==> src/rtl/cdb_arbiter_pkg.sv <==
// Shared CDB definitions: broadcast packet layout, FU slot numbering and the
// round-robin pointer advance helper.
package cdb_arbiter_pkg;

   localparam int NUM_FU  = 4;
   localparam int XLEN    = 32;
   localparam int PRF_LEN = 6;
   localparam int ROB_LEN = 5;

   localparam int FU_ALU  = 0;
   localparam int FU_MUL  = 1;
   localparam int FU_LOAD = 2;
   localparam int FU_BR   = 3;

   typedef struct packed {
      logic               valid;
      logic [XLEN-1:0]    value;
      logic [PRF_LEN-1:0] prf_idx;
      logic [ROB_LEN-1:0] rob_idx;
      logic [XLEN-1:0]    PC;
   } CDB_PACKET;

   // The pointer moves to the slot just past the winner, wrapping at n.
   function automatic int unsigned rr_next(int unsigned idx, int unsigned n);
      return (idx == n - 1) ? 0 : idx + 1;
   endfunction

endpackage

==> src/rtl/cdb_arbiter_if.sv <==
// FU request/grant bus plus the registered CDB broadcast it feeds.
// master = FU/consumer side, slave = arbiter.
interface cdb_arbiter_if #(
   parameter int NUM_FU  = 4,
   parameter int XLEN    = 32,
   parameter int PRF_LEN = 6,
   parameter int ROB_LEN = 5
);
   logic [NUM_FU-1:0]         fu_valid;
   logic [NUM_FU*XLEN-1:0]    fu_value;
   logic [NUM_FU*PRF_LEN-1:0] fu_prf_idx;
   logic [NUM_FU*ROB_LEN-1:0] fu_rob_idx;
   logic [NUM_FU*XLEN-1:0]    fu_PC;
   logic [NUM_FU-1:0]         fu_grant;

   logic                      cdb_valid;
   logic [XLEN-1:0]           cdb_value;
   logic [PRF_LEN-1:0]        cdb_prf_idx;
   logic [ROB_LEN-1:0]        cdb_rob_idx;
   logic [XLEN-1:0]           cdb_PC;
   logic [NUM_FU-1:0]         cdb_source;

   modport master (
      output fu_valid, fu_value, fu_prf_idx, fu_rob_idx, fu_PC,
      input  fu_grant,
      input  cdb_valid, cdb_value, cdb_prf_idx, cdb_rob_idx, cdb_PC, cdb_source
   );

   modport slave (
      input  fu_valid, fu_value, fu_prf_idx, fu_rob_idx, fu_PC,
      output fu_grant,
      output cdb_valid, cdb_value, cdb_prf_idx, cdb_rob_idx, cdb_PC, cdb_source
   );
endinterface

==> src/rtl/cdb_arbiter_rr_picker.sv <==
// Combinational picker: first set request searching upward from ptr_i with
// wrap; returns one-hot grant and binary index of the winner.
module cdb_arbiter_rr_picker #(
   parameter int N     = 4,
   parameter int IDX_W = $clog2(N)
) (
   input  logic [N-1:0]     req_i,
   input  logic [IDX_W-1:0] ptr_i,
   output logic [N-1:0]     grant_o,
   output logic [IDX_W-1:0] idx_o
);

   logic             found;
   logic [IDX_W:0]   pos;

   always_comb begin
      grant_o = '0;
      idx_o   = '0;
      found   = 1'b0;
      pos     = '0;
      for (int k = 0; k < N; k++) begin
         pos = {1'b0, ptr_i} + (IDX_W+1)'(k);
         if (pos >= (IDX_W+1)'(N)) pos = pos - (IDX_W+1)'(N);
         if (!found && req_i[pos[IDX_W-1:0]]) begin
            found                    = 1'b1;
            grant_o[pos[IDX_W-1:0]]  = 1'b1;
            idx_o                    = pos[IDX_W-1:0];
         end
      end
   end

endmodule

==> src/rtl/cdb_arbiter.sv <==
// FU-to-CDB arbiter: same-cycle grant, one-cycle registered broadcast.
// Define CDB_ROUND_ROBIN_EN for round-robin; otherwise lowest index wins.
module cdb_arbiter #(
   parameter int NUM_FU  = 4,
   parameter int XLEN    = 32,
   parameter int PRF_LEN = 6,
   parameter int ROB_LEN = 5
) (
   input  logic          clock,
   input  logic          reset,
   input  logic          squash,
   cdb_arbiter_if.slave  bus
);
   import cdb_arbiter_pkg::*;

   localparam int IDX_W = $clog2(NUM_FU);

   logic [NUM_FU-1:0]  pick, grant;
   logic [IDX_W-1:0]   ptr, win_idx;
   logic               grant_any;

   logic               cdb_valid_q, cdb_valid_d;
   logic [XLEN-1:0]    cdb_value_q, cdb_value_d;
   logic [PRF_LEN-1:0] cdb_prf_idx_q, cdb_prf_idx_d;
   logic [ROB_LEN-1:0] cdb_rob_idx_q, cdb_rob_idx_d;
   logic [XLEN-1:0]    cdb_PC_q, cdb_PC_d;
   logic [NUM_FU-1:0]  cdb_source_q, cdb_source_d;

   cdb_arbiter_rr_picker #(.N(NUM_FU), .IDX_W(IDX_W)) u_rr_picker (
      .req_i   (bus.fu_valid),
      .ptr_i   (ptr),
      .grant_o (pick),
      .idx_o   (win_idx)
   );

   // Requests are never latched: a squashed or reset cycle simply grants nobody.
   assign grant        = (reset || squash) ? '0 : pick;
   assign grant_any    = |grant;
   assign bus.fu_grant = grant;

`ifdef CDB_ROUND_ROBIN_EN
   logic [IDX_W-1:0] rr_ptr_q, rr_ptr_d;

   always_comb begin
      rr_ptr_d = rr_ptr_q;
      if (grant_any) rr_ptr_d = IDX_W'(rr_next(32'(win_idx), NUM_FU));
   end

   always_ff @(posedge clock) begin
      if (reset) rr_ptr_q <= '0;
      else       rr_ptr_q <= rr_ptr_d;
   end

   assign ptr = rr_ptr_q;
`else
   assign ptr = '0;
`endif

   always_comb begin
      cdb_valid_d   = grant_any;
      cdb_source_d  = grant;
      cdb_value_d   = cdb_value_q;
      cdb_prf_idx_d = cdb_prf_idx_q;
      cdb_rob_idx_d = cdb_rob_idx_q;
      cdb_PC_d      = cdb_PC_q;
      if (grant_any) begin
         cdb_value_d   = bus.fu_value[int'(win_idx)*XLEN +: XLEN];
         cdb_prf_idx_d = bus.fu_prf_idx[int'(win_idx)*PRF_LEN +: PRF_LEN];
         cdb_rob_idx_d = bus.fu_rob_idx[int'(win_idx)*ROB_LEN +: ROB_LEN];
         cdb_PC_d      = bus.fu_PC[int'(win_idx)*XLEN +: XLEN];
      end
   end

   always_ff @(posedge clock) begin
      if (reset) begin
         cdb_valid_q   <= 1'b0;
         cdb_value_q   <= '0;
         cdb_prf_idx_q <= '0;
         cdb_rob_idx_q <= '0;
         cdb_PC_q      <= '0;
         cdb_source_q  <= '0;
      end else begin
         cdb_valid_q   <= cdb_valid_d;
         cdb_value_q   <= cdb_value_d;
         cdb_prf_idx_q <= cdb_prf_idx_d;
         cdb_rob_idx_q <= cdb_rob_idx_d;
         cdb_PC_q      <= cdb_PC_d;
         cdb_source_q  <= cdb_source_d;
      end
   end

   assign bus.cdb_valid   = cdb_valid_q;
   assign bus.cdb_value   = cdb_value_q;
   assign bus.cdb_prf_idx = cdb_prf_idx_q;
   assign bus.cdb_rob_idx = cdb_rob_idx_q;
   assign bus.cdb_PC      = cdb_PC_q;
   assign bus.cdb_source  = cdb_source_q;

endmodule

==> src/flat_wrapper.sv <==
// flat-port wrapper written by rule: the top's interface ports become plain ports
module cdb_arbiter_flat import cdb_arbiter_pkg::*;
#(
   parameter int NUM_FU  = 4,
   parameter int XLEN    = 32,
   parameter int PRF_LEN = 6,
   parameter int ROB_LEN = 5
)
  (clock, reset, squash, bus_fu_valid, bus_fu_value, bus_fu_prf_idx, bus_fu_rob_idx, bus_fu_PC, bus_fu_grant, bus_cdb_valid, bus_cdb_value, bus_cdb_prf_idx, bus_cdb_rob_idx, bus_cdb_PC, bus_cdb_source);
  cdb_arbiter_if #(.NUM_FU(NUM_FU), .XLEN(XLEN), .PRF_LEN(PRF_LEN), .ROB_LEN(ROB_LEN)) bus_i ();
  input  logic clock;
  input  logic reset;
  input  logic squash;
  input wire logic [$bits(bus_i.fu_valid)-1:0] bus_fu_valid;
  input wire logic [$bits(bus_i.fu_value)-1:0] bus_fu_value;
  input wire logic [$bits(bus_i.fu_prf_idx)-1:0] bus_fu_prf_idx;
  input wire logic [$bits(bus_i.fu_rob_idx)-1:0] bus_fu_rob_idx;
  input wire logic [$bits(bus_i.fu_PC)-1:0] bus_fu_PC;
  output wire logic [$bits(bus_i.fu_grant)-1:0] bus_fu_grant;
  output wire logic [$bits(bus_i.cdb_valid)-1:0] bus_cdb_valid;
  output wire logic [$bits(bus_i.cdb_value)-1:0] bus_cdb_value;
  output wire logic [$bits(bus_i.cdb_prf_idx)-1:0] bus_cdb_prf_idx;
  output wire logic [$bits(bus_i.cdb_rob_idx)-1:0] bus_cdb_rob_idx;
  output wire logic [$bits(bus_i.cdb_PC)-1:0] bus_cdb_PC;
  output wire logic [$bits(bus_i.cdb_source)-1:0] bus_cdb_source;
  assign bus_i.fu_valid = bus_fu_valid;
  assign bus_i.fu_value = bus_fu_value;
  assign bus_i.fu_prf_idx = bus_fu_prf_idx;
  assign bus_i.fu_rob_idx = bus_fu_rob_idx;
  assign bus_i.fu_PC = bus_fu_PC;
  assign bus_fu_grant = bus_i.fu_grant;
  assign bus_cdb_valid = bus_i.cdb_valid;
  assign bus_cdb_value = bus_i.cdb_value;
  assign bus_cdb_prf_idx = bus_i.cdb_prf_idx;
  assign bus_cdb_rob_idx = bus_i.cdb_rob_idx;
  assign bus_cdb_PC = bus_i.cdb_PC;
  assign bus_cdb_source = bus_i.cdb_source;
  cdb_arbiter #(.NUM_FU(NUM_FU), .XLEN(XLEN), .PRF_LEN(PRF_LEN), .ROB_LEN(ROB_LEN)) u_core (.clock(clock), .reset(reset), .squash(squash), .bus(bus_i));
endmodule
==> config.mk <==
export PLATFORM = sky130hd
export DESIGN_NAME = cdb_arbiter_flat
export DESIGN_NICKNAME = d
export VERILOG_FILES = /design/src/rtl/cdb_arbiter_pkg.sv /design/src/rtl/cdb_arbiter_if.sv /design/src/rtl/cdb_arbiter_rr_picker.sv /design/src/rtl/cdb_arbiter.sv /design/src/flat_wrapper.sv
export SDC_FILE = /design/constraint.sdc
export NUM_CORES = 1
export LEC_CHECK = 0
export ABC_AREA = 0
export CAP_MARGIN = 25
export CORE_AREA = 8 8 145 147
export CTS_CLUSTER_SIZE = 30
export DETAILED_ROUTE_END_ITERATION = 7
export DIE_AREA = 0 0 153 155
export GPL_TIMING_DRIVEN = 0
export PLACE_DENSITY_LB_ADDON = 0.1
export SLEW_MARGIN = 20
export SYNTH_ARGS = -nofsm -noshare
export SYNTH_HDL_FRONTEND = slang
export SYNTH_SLANG_ARGS = --single-unit
==> constraint.sdc <==
create_clock -name clock -period 2.31 [get_ports clock]
set_clock_uncertainty 0.1 [all_clocks]
set_input_delay 0.5775 -clock clock [delete_from_list [all_inputs] [get_ports clock]]
set_output_delay 0.5775 -clock clock [all_outputs]
set_load 0.01 [all_outputs]
== Word-level counts from Yosys, hierarchy flattened ==
Index checks and enable logic that the tools add are counted.
Cells by class
  $mul: 2
  bitwise gates (word level): 0
  eq/ne operators: 0
  reductions and logical operators: 8
  divide/modulo/power cells: 0
  magnitude comparators: 0
  add/sub/neg operators: 0
  mux-type cells: 11
  shifts and indexed selects: 4
Operator list (count)
  variable part select 128 x 8 -> 32 bit: 2
  variable part select 20 x 32 -> 5 bit: 1
  variable part select 24 x 32 -> 6 bit: 1
  two-way mux 4 bit: 2
  two-way mux 2 bit: 3
  multiplier 2 x 3 -> 5 bit (second input constant): 1
  two-way mux 1 bit: 5
  multiplier 2 x 2 -> 4 bit (second input constant): 1
  OR reduction 4 bit: 1
  logical AND 1 bit: 3
  zero test 1 bit: 3
  two-way mux 3 bit: 1
  logical OR 1 bit: 1
Storage, ports and cells
  memory bits (read-only): 0
  bits in latches: 0
  register bits: 80
  logic and storage cells: 31
  output and inout bits: 84
  memories: 0
  memory bits (writable): 0

== Logic depth before layout (Yosys ltp) ==
  depth in word-level cells: 12
  mapped depth: 7
  depth with buffers taken out: 4

== Cells and area by module ==
Synthesis repeated with hierarchy kept, for this count alone.
Unflattened totals
  cell total of the unflattened synthesis: 323
  area total of the unflattened synthesis: 4643.2 um^2
By module, submodules not included
  cdb_arbiter: cells an instance 275, times used 1, area an instance 4239.1 um^2
  cdb_arbiter_rr_picker: cells an instance 48, times used 1, area an instance 404.1 um^2

== Worst setup path after synthesis ==
Ideal clock, no wire load.
  path kind: input to output
  from: in squash
  to: out bus_fu_grant[3]
  setup slack: -0.041 ns
  cell stages on the path: 5
  arrival: 1.674 ns
  required time: 1.632 ns
  cell sequence: clkbuf_1 -> nor2_4 -> clkbuf_1 -> nand2_1 -> nor3_1
On the way
  longest elaborated chain between the ends: 2
RTL lines
  start, declared: line flat_wrapper.sv:13  | input logic squash;
  logical OR 1 bit: line cdb_arbiter.sv:37  | assign grant = (reset || squash) ? '0 : pick;
  two-way mux 4 bit: line cdb_arbiter.sv:37
  end, declared: line flat_wrapper.sv:19  | output wire logic [$bits(bus_i.fu_grant)-1:0] bus_fu_grant;
No other way between the ends.

== Worst setup path in the final report ==
  from: in bus_fu_valid[0]
  to: out bus_fu_grant[3]
On the way
  longest elaborated chain between the ends: 11
RTL lines
  start, declared: line flat_wrapper.sv:14  | input wire logic [$bits(bus_i.fu_valid)-1:0] bus_fu_valid;
  two-way mux 1 bit *: line cdb_arbiter_rr_picker.sv:24  | if (!found && req_i[pos[IDX_W-1:0]]) begin
  zero test 1 bit: line cdb_arbiter_rr_picker.sv:24
  logical AND 1 bit: line cdb_arbiter_rr_picker.sv:24
  two-way mux 1 bit *: line cdb_arbiter_rr_picker.sv:24
  zero test 1 bit: line cdb_arbiter_rr_picker.sv:24
  logical AND 1 bit: line cdb_arbiter_rr_picker.sv:24
  two-way mux 1 bit *: line cdb_arbiter_rr_picker.sv:24
  zero test 1 bit *: line cdb_arbiter_rr_picker.sv:24
  logical AND 1 bit *: line cdb_arbiter_rr_picker.sv:24
  two-way mux 4 bit *: line cdb_arbiter_rr_picker.sv:24
  two-way mux 4 bit *: line cdb_arbiter.sv:37
Every way passes the cells marked *; elsewhere a longest branch is shown, timed or not.

==> summary.txt <==
Logic synthesis
  – Post-Syn Area: 0.00557 mm^2
  – Commonest cells post-synth: 118 x a21oi_1, 80 x dfxtp_1, 61 x nor2_1
  – Async S/R FF share, synth: 0%
  – Post-synth top area share: 28.7%
  – Post-synthesis register bit count: 80
  – Yosys top cell by area: dfxtp_1
  – Top cells by area, synth: dfxtp_1 29%, a21oi_1 11%, or3b_2 9.0%, o211ai_1 7.9%, o41ai_1 7.7%
  – Avg Inst Size Synth: 7.77 um^2
  – Mapped Cells: 717
  – Sequential area share after synthesis: 28.7%
  – Post-synthesis net count: 1024
  – Yosys warns: 0
  – Ys flop type: dfxtp_1
  – Count leader, synth: a21oi_1
  – Post-synth EDFFs: 0
  – Synth cell types: 31

Clocking
  – CTS max path bufs: 2
  – Clock sink total: 80
  – CTS tree: built
  – H-tree Lvls: 3
  – Clk pin slew, worst setup/hold paths: 60 ps
  – CTS Buf Count: 9
  – Clk Latency, worst-skew pair: 350 ps
  – Clk root buf: clkbuf_16

STA
  – Max-slew violations: 0
  – Final period utilization: 96.8%
  – Period minus WS final: 2240 ps
  – TNS Setup: 0 ps
  – Max Fclk: 0.447 GHz
  – Worst hold slack: 394 ps
  – Worst-margin pin slew: 694 ps
  – Max_slew headroom: 53.7%
  – Final hold vios: 0
  – RSZ-0062 raised after global routing: true
  – Endpoints failing setup: 0

Worst setup path
  – Worst Path Buf+Inv: 4
  – CP required: 1630 ps
  – Worst path most repeated cell: buf_2
  – Critical-path cell with the highest stage delay: or2_4
  – R2r endpoint: u_core.bus.cdb_PC[25]
  – Worst Reg-to-Reg Cells: 2
  – Crit. End Element: primary output
  – Crit start category: input pin
  – Reg2Reg Setup Slack: 1490 ps
  – Crit path cell chain: buf_2 > buf_6 > or2_4 > clkbuf_16 > nor3_2 > buf_2
  – Critical path arrival: 1560 ps
  – Slowest stage delay, CP: 250 ps
  – Worst-path fanout max: 10
  – Worst r2r src: u_core.bus.cdb_PC[25]
  – WS Path Type: in2out
  – CP top delay family: buffers and inverters

Pwr
  – Total power: 4.54 mW
  – Combinational Power Share: 33.6%
  – Int Pwr: 3.22 mW
  – Clk pwr share: 32.1%
  – Flop pwr share: 34.3%
  – Net switching power figure: 1.32 mW
  – Pwr dens: 445 mW/mm^2
  – Switching Fraction: 29.1%
  – Leak: 3.62 nW
  – VDD IR-drop max: 332 uV

Global routing
  – Largest net degree at the start of global routing: 14
  – Gr usage total: 24.8%
  – Vias in the first global route: 7593
  – First-pass GRT wire length: 45900 um
  – Initial antenna violation count: 1
  – Overflow after GRT: 0

Drt
  – Vias/cell: 5.30
  – WL final: 30800 um
  – Pre-Repair DR Iteration Count: 5
  – Final ANT Viol Nets: 0
  – WL/cell: 22.6 um
  – Detailed-route via count: 7240
  – Drc violations: 0
  – DR iter-0 viols: 356

Die
  – FP Rows: 51
  – Chip Height: 155 um
  – Initial Utilization: 29.4%
  – Die area: 0.0237 mm^2
  – Core box area: 0.0190 mm^2
  – Top Ports: 391
  – Die span in x: 153 um

Layout
  – Area taken by multi-input logic gates: 0.00358 mm^2
  – Nets: 1428
  – Share of cells above drive strength 1: 13.1%
  – Register Area: 0.00160 mm^2
  – Layout Cells excl Fill: 1365
  – Finished Cell Area: 0.0102 mm^2
  – Area grow syn2layout: 83.1%
  – Fillers: 1861

Min path
  – Min-delay worst type: reg2reg
  – HP Start: u_core.bus.cdb_PC[27]
  – Hold Path Depth: 2
  – Worst Hold Path EP: u_core.bus.cdb_PC[27]

Place
  – Inst Count DP: 1344
  – RePlAce Congestion: 0.834
  – Area after DPL: 0.00977 mm^2
  – DP HPWL: 23800 um
  – PortBufs: 389

Job
  – Max_cap viols: 0

Status
  – Status: finished, final reports clean
-- registers in the layout (all words and copies together) (netlist names) --
name	flops
u_core.bus.cdb_prf_idx	6
u_core.bus.cdb_valid	1
u_core.bus.cdb_PC	32
u_core.bus.cdb_source	4
u_core.bus.cdb_value	32
u_core.bus.cdb_rob_idx	5
-- routing by layer --
| layer | global-route usage, % | share of wire (%) | vias to the layer above |
|---|---|---|---|
| li1 | - | - | 3507 |
| met4 | 8.67 | 2.4 | 0 |
| met2 | 43.7 | 50 | 289 |
| met5 | 0 | 0 | - |
| met3 | 7.35 | 8.0 | 36 |
| met1 | 28.1 | 40 | 3408 |
-- how the worst max path moves through the flow --
stage / to / depth (start not counted) / start / slack [ps]
after floorplan: bus_fu_grant[3] / 5 / bus_fu_valid[0] / 60
after CTS: bus_fu_grant[2] / 6 / reset / -30
after global placement: bus_fu_grant[2] / 7 / bus_fu_valid[2] / -1370
after detailed placement: bus_fu_grant[2] / 7 / bus_fu_valid[2] / -1410
final: bus_fu_grant[3] / 6 / bus_fu_valid[0] / 70
after global routing: u_core.bus.cdb_value[6] / 8 / bus_fu_valid[2] / -5
-- power by group through the flow --
stage               clock network, mW  registers (mW)  logic, mW
floorplan                           0            1.64      0.491
global placement                    0            1.59       1.50
detailed placement                  0            1.59       1.50
CTS                              1.48            1.56       1.53
global route                     1.52            1.57       1.63
finish                           1.46            1.56       1.53
-- through the flow --
step	util [%]	setup WS, ps
finish	53.8	74.2
global route	53.8	-5.05
CTS	53.9	-27.6
detailed placement	51.6	-1410
global placement	51.6	-1370
floorplan	-	62.5
-- final cells by class --
type | count | share of cell area (%)
timing repair buffer | 396 | 38.4
multi-input combinational | 544 | 35.1
sequential | 80 | 15.7
buffer | 87 | 4.90
tap | 238 | 2.92
clock buffer | 12 | 2.61
clock inverter | 4 | 0.270
inverter | 3 | 0.159
antenna | 1 | 0.0245
-- placed cells by master, fill, tap and decap left out, types with 2 or more instances in the layout --
cell type | synthesis | layout
clkbuf_2 | 0 | 4
dfxtp_1 | 80 | 80
clkinvlp_4 | 0 | 3
o21ai_0 | 16 | 16
clkdlybuf4s50_1 | 0 | 380
or3b_2 | 57 | 57
a21o_1 | 16 | 16
o41ai_2 | 10 | 10
buf_4 | 5 | 10
nand2_1 | 34 | 34
a41oi_1 | 16 | 16
o41ai_1 | 49 | 49
a22oi_1 | 16 | 16
nand2b_1 | 60 | 60
nor3_2 | 0 | 3
nor2_1 | 61 | 61
buf_8 | 0 | 2
buf_2 | 24 | 26
nor3_1 | 7 | 4
buf_6 | 3 | 9
a21oi_1 | 118 | 118
clkbuf_16 | 0 | 10
nand3b_1 | 16 | 16
clkbuf_1 | 56 | 46
clkbuf_8 | 0 | 6
or3b_1 | 2 | 2
o211ai_1 | 59 | 59
-- what timing repair did --
action                                  in CTS  in global routing
hold buffers                                 0                  0
gates resized for setup                     67                 16
buffers inserted                             5                  2
pin swaps                                    2                  0
endpoints found under the setup margin      79                 20
-- worst min-delay path, delay by kind of cell (launching register included) --
| family | cells | cell delay [ps] |
|---|---|---|
| AO/OA/AOI/OAI | 2 | 140 |
| flip-flops | 1 | 300 |
-- cell families (layout without fill, tap and decap cells) --
group / after synthesis / in the layout / synth area share, %
buffers and inverters: 93 / 502 / 7.54
and+or+nand+nor: 244 / 244 / 26.3
other: 0 / 1 / 0
AOI/OAI and AO/OA: 300 / 300 / 37.4
DFF: 80 / 80 / 28.7
Power figures use the tool's default switching activity.
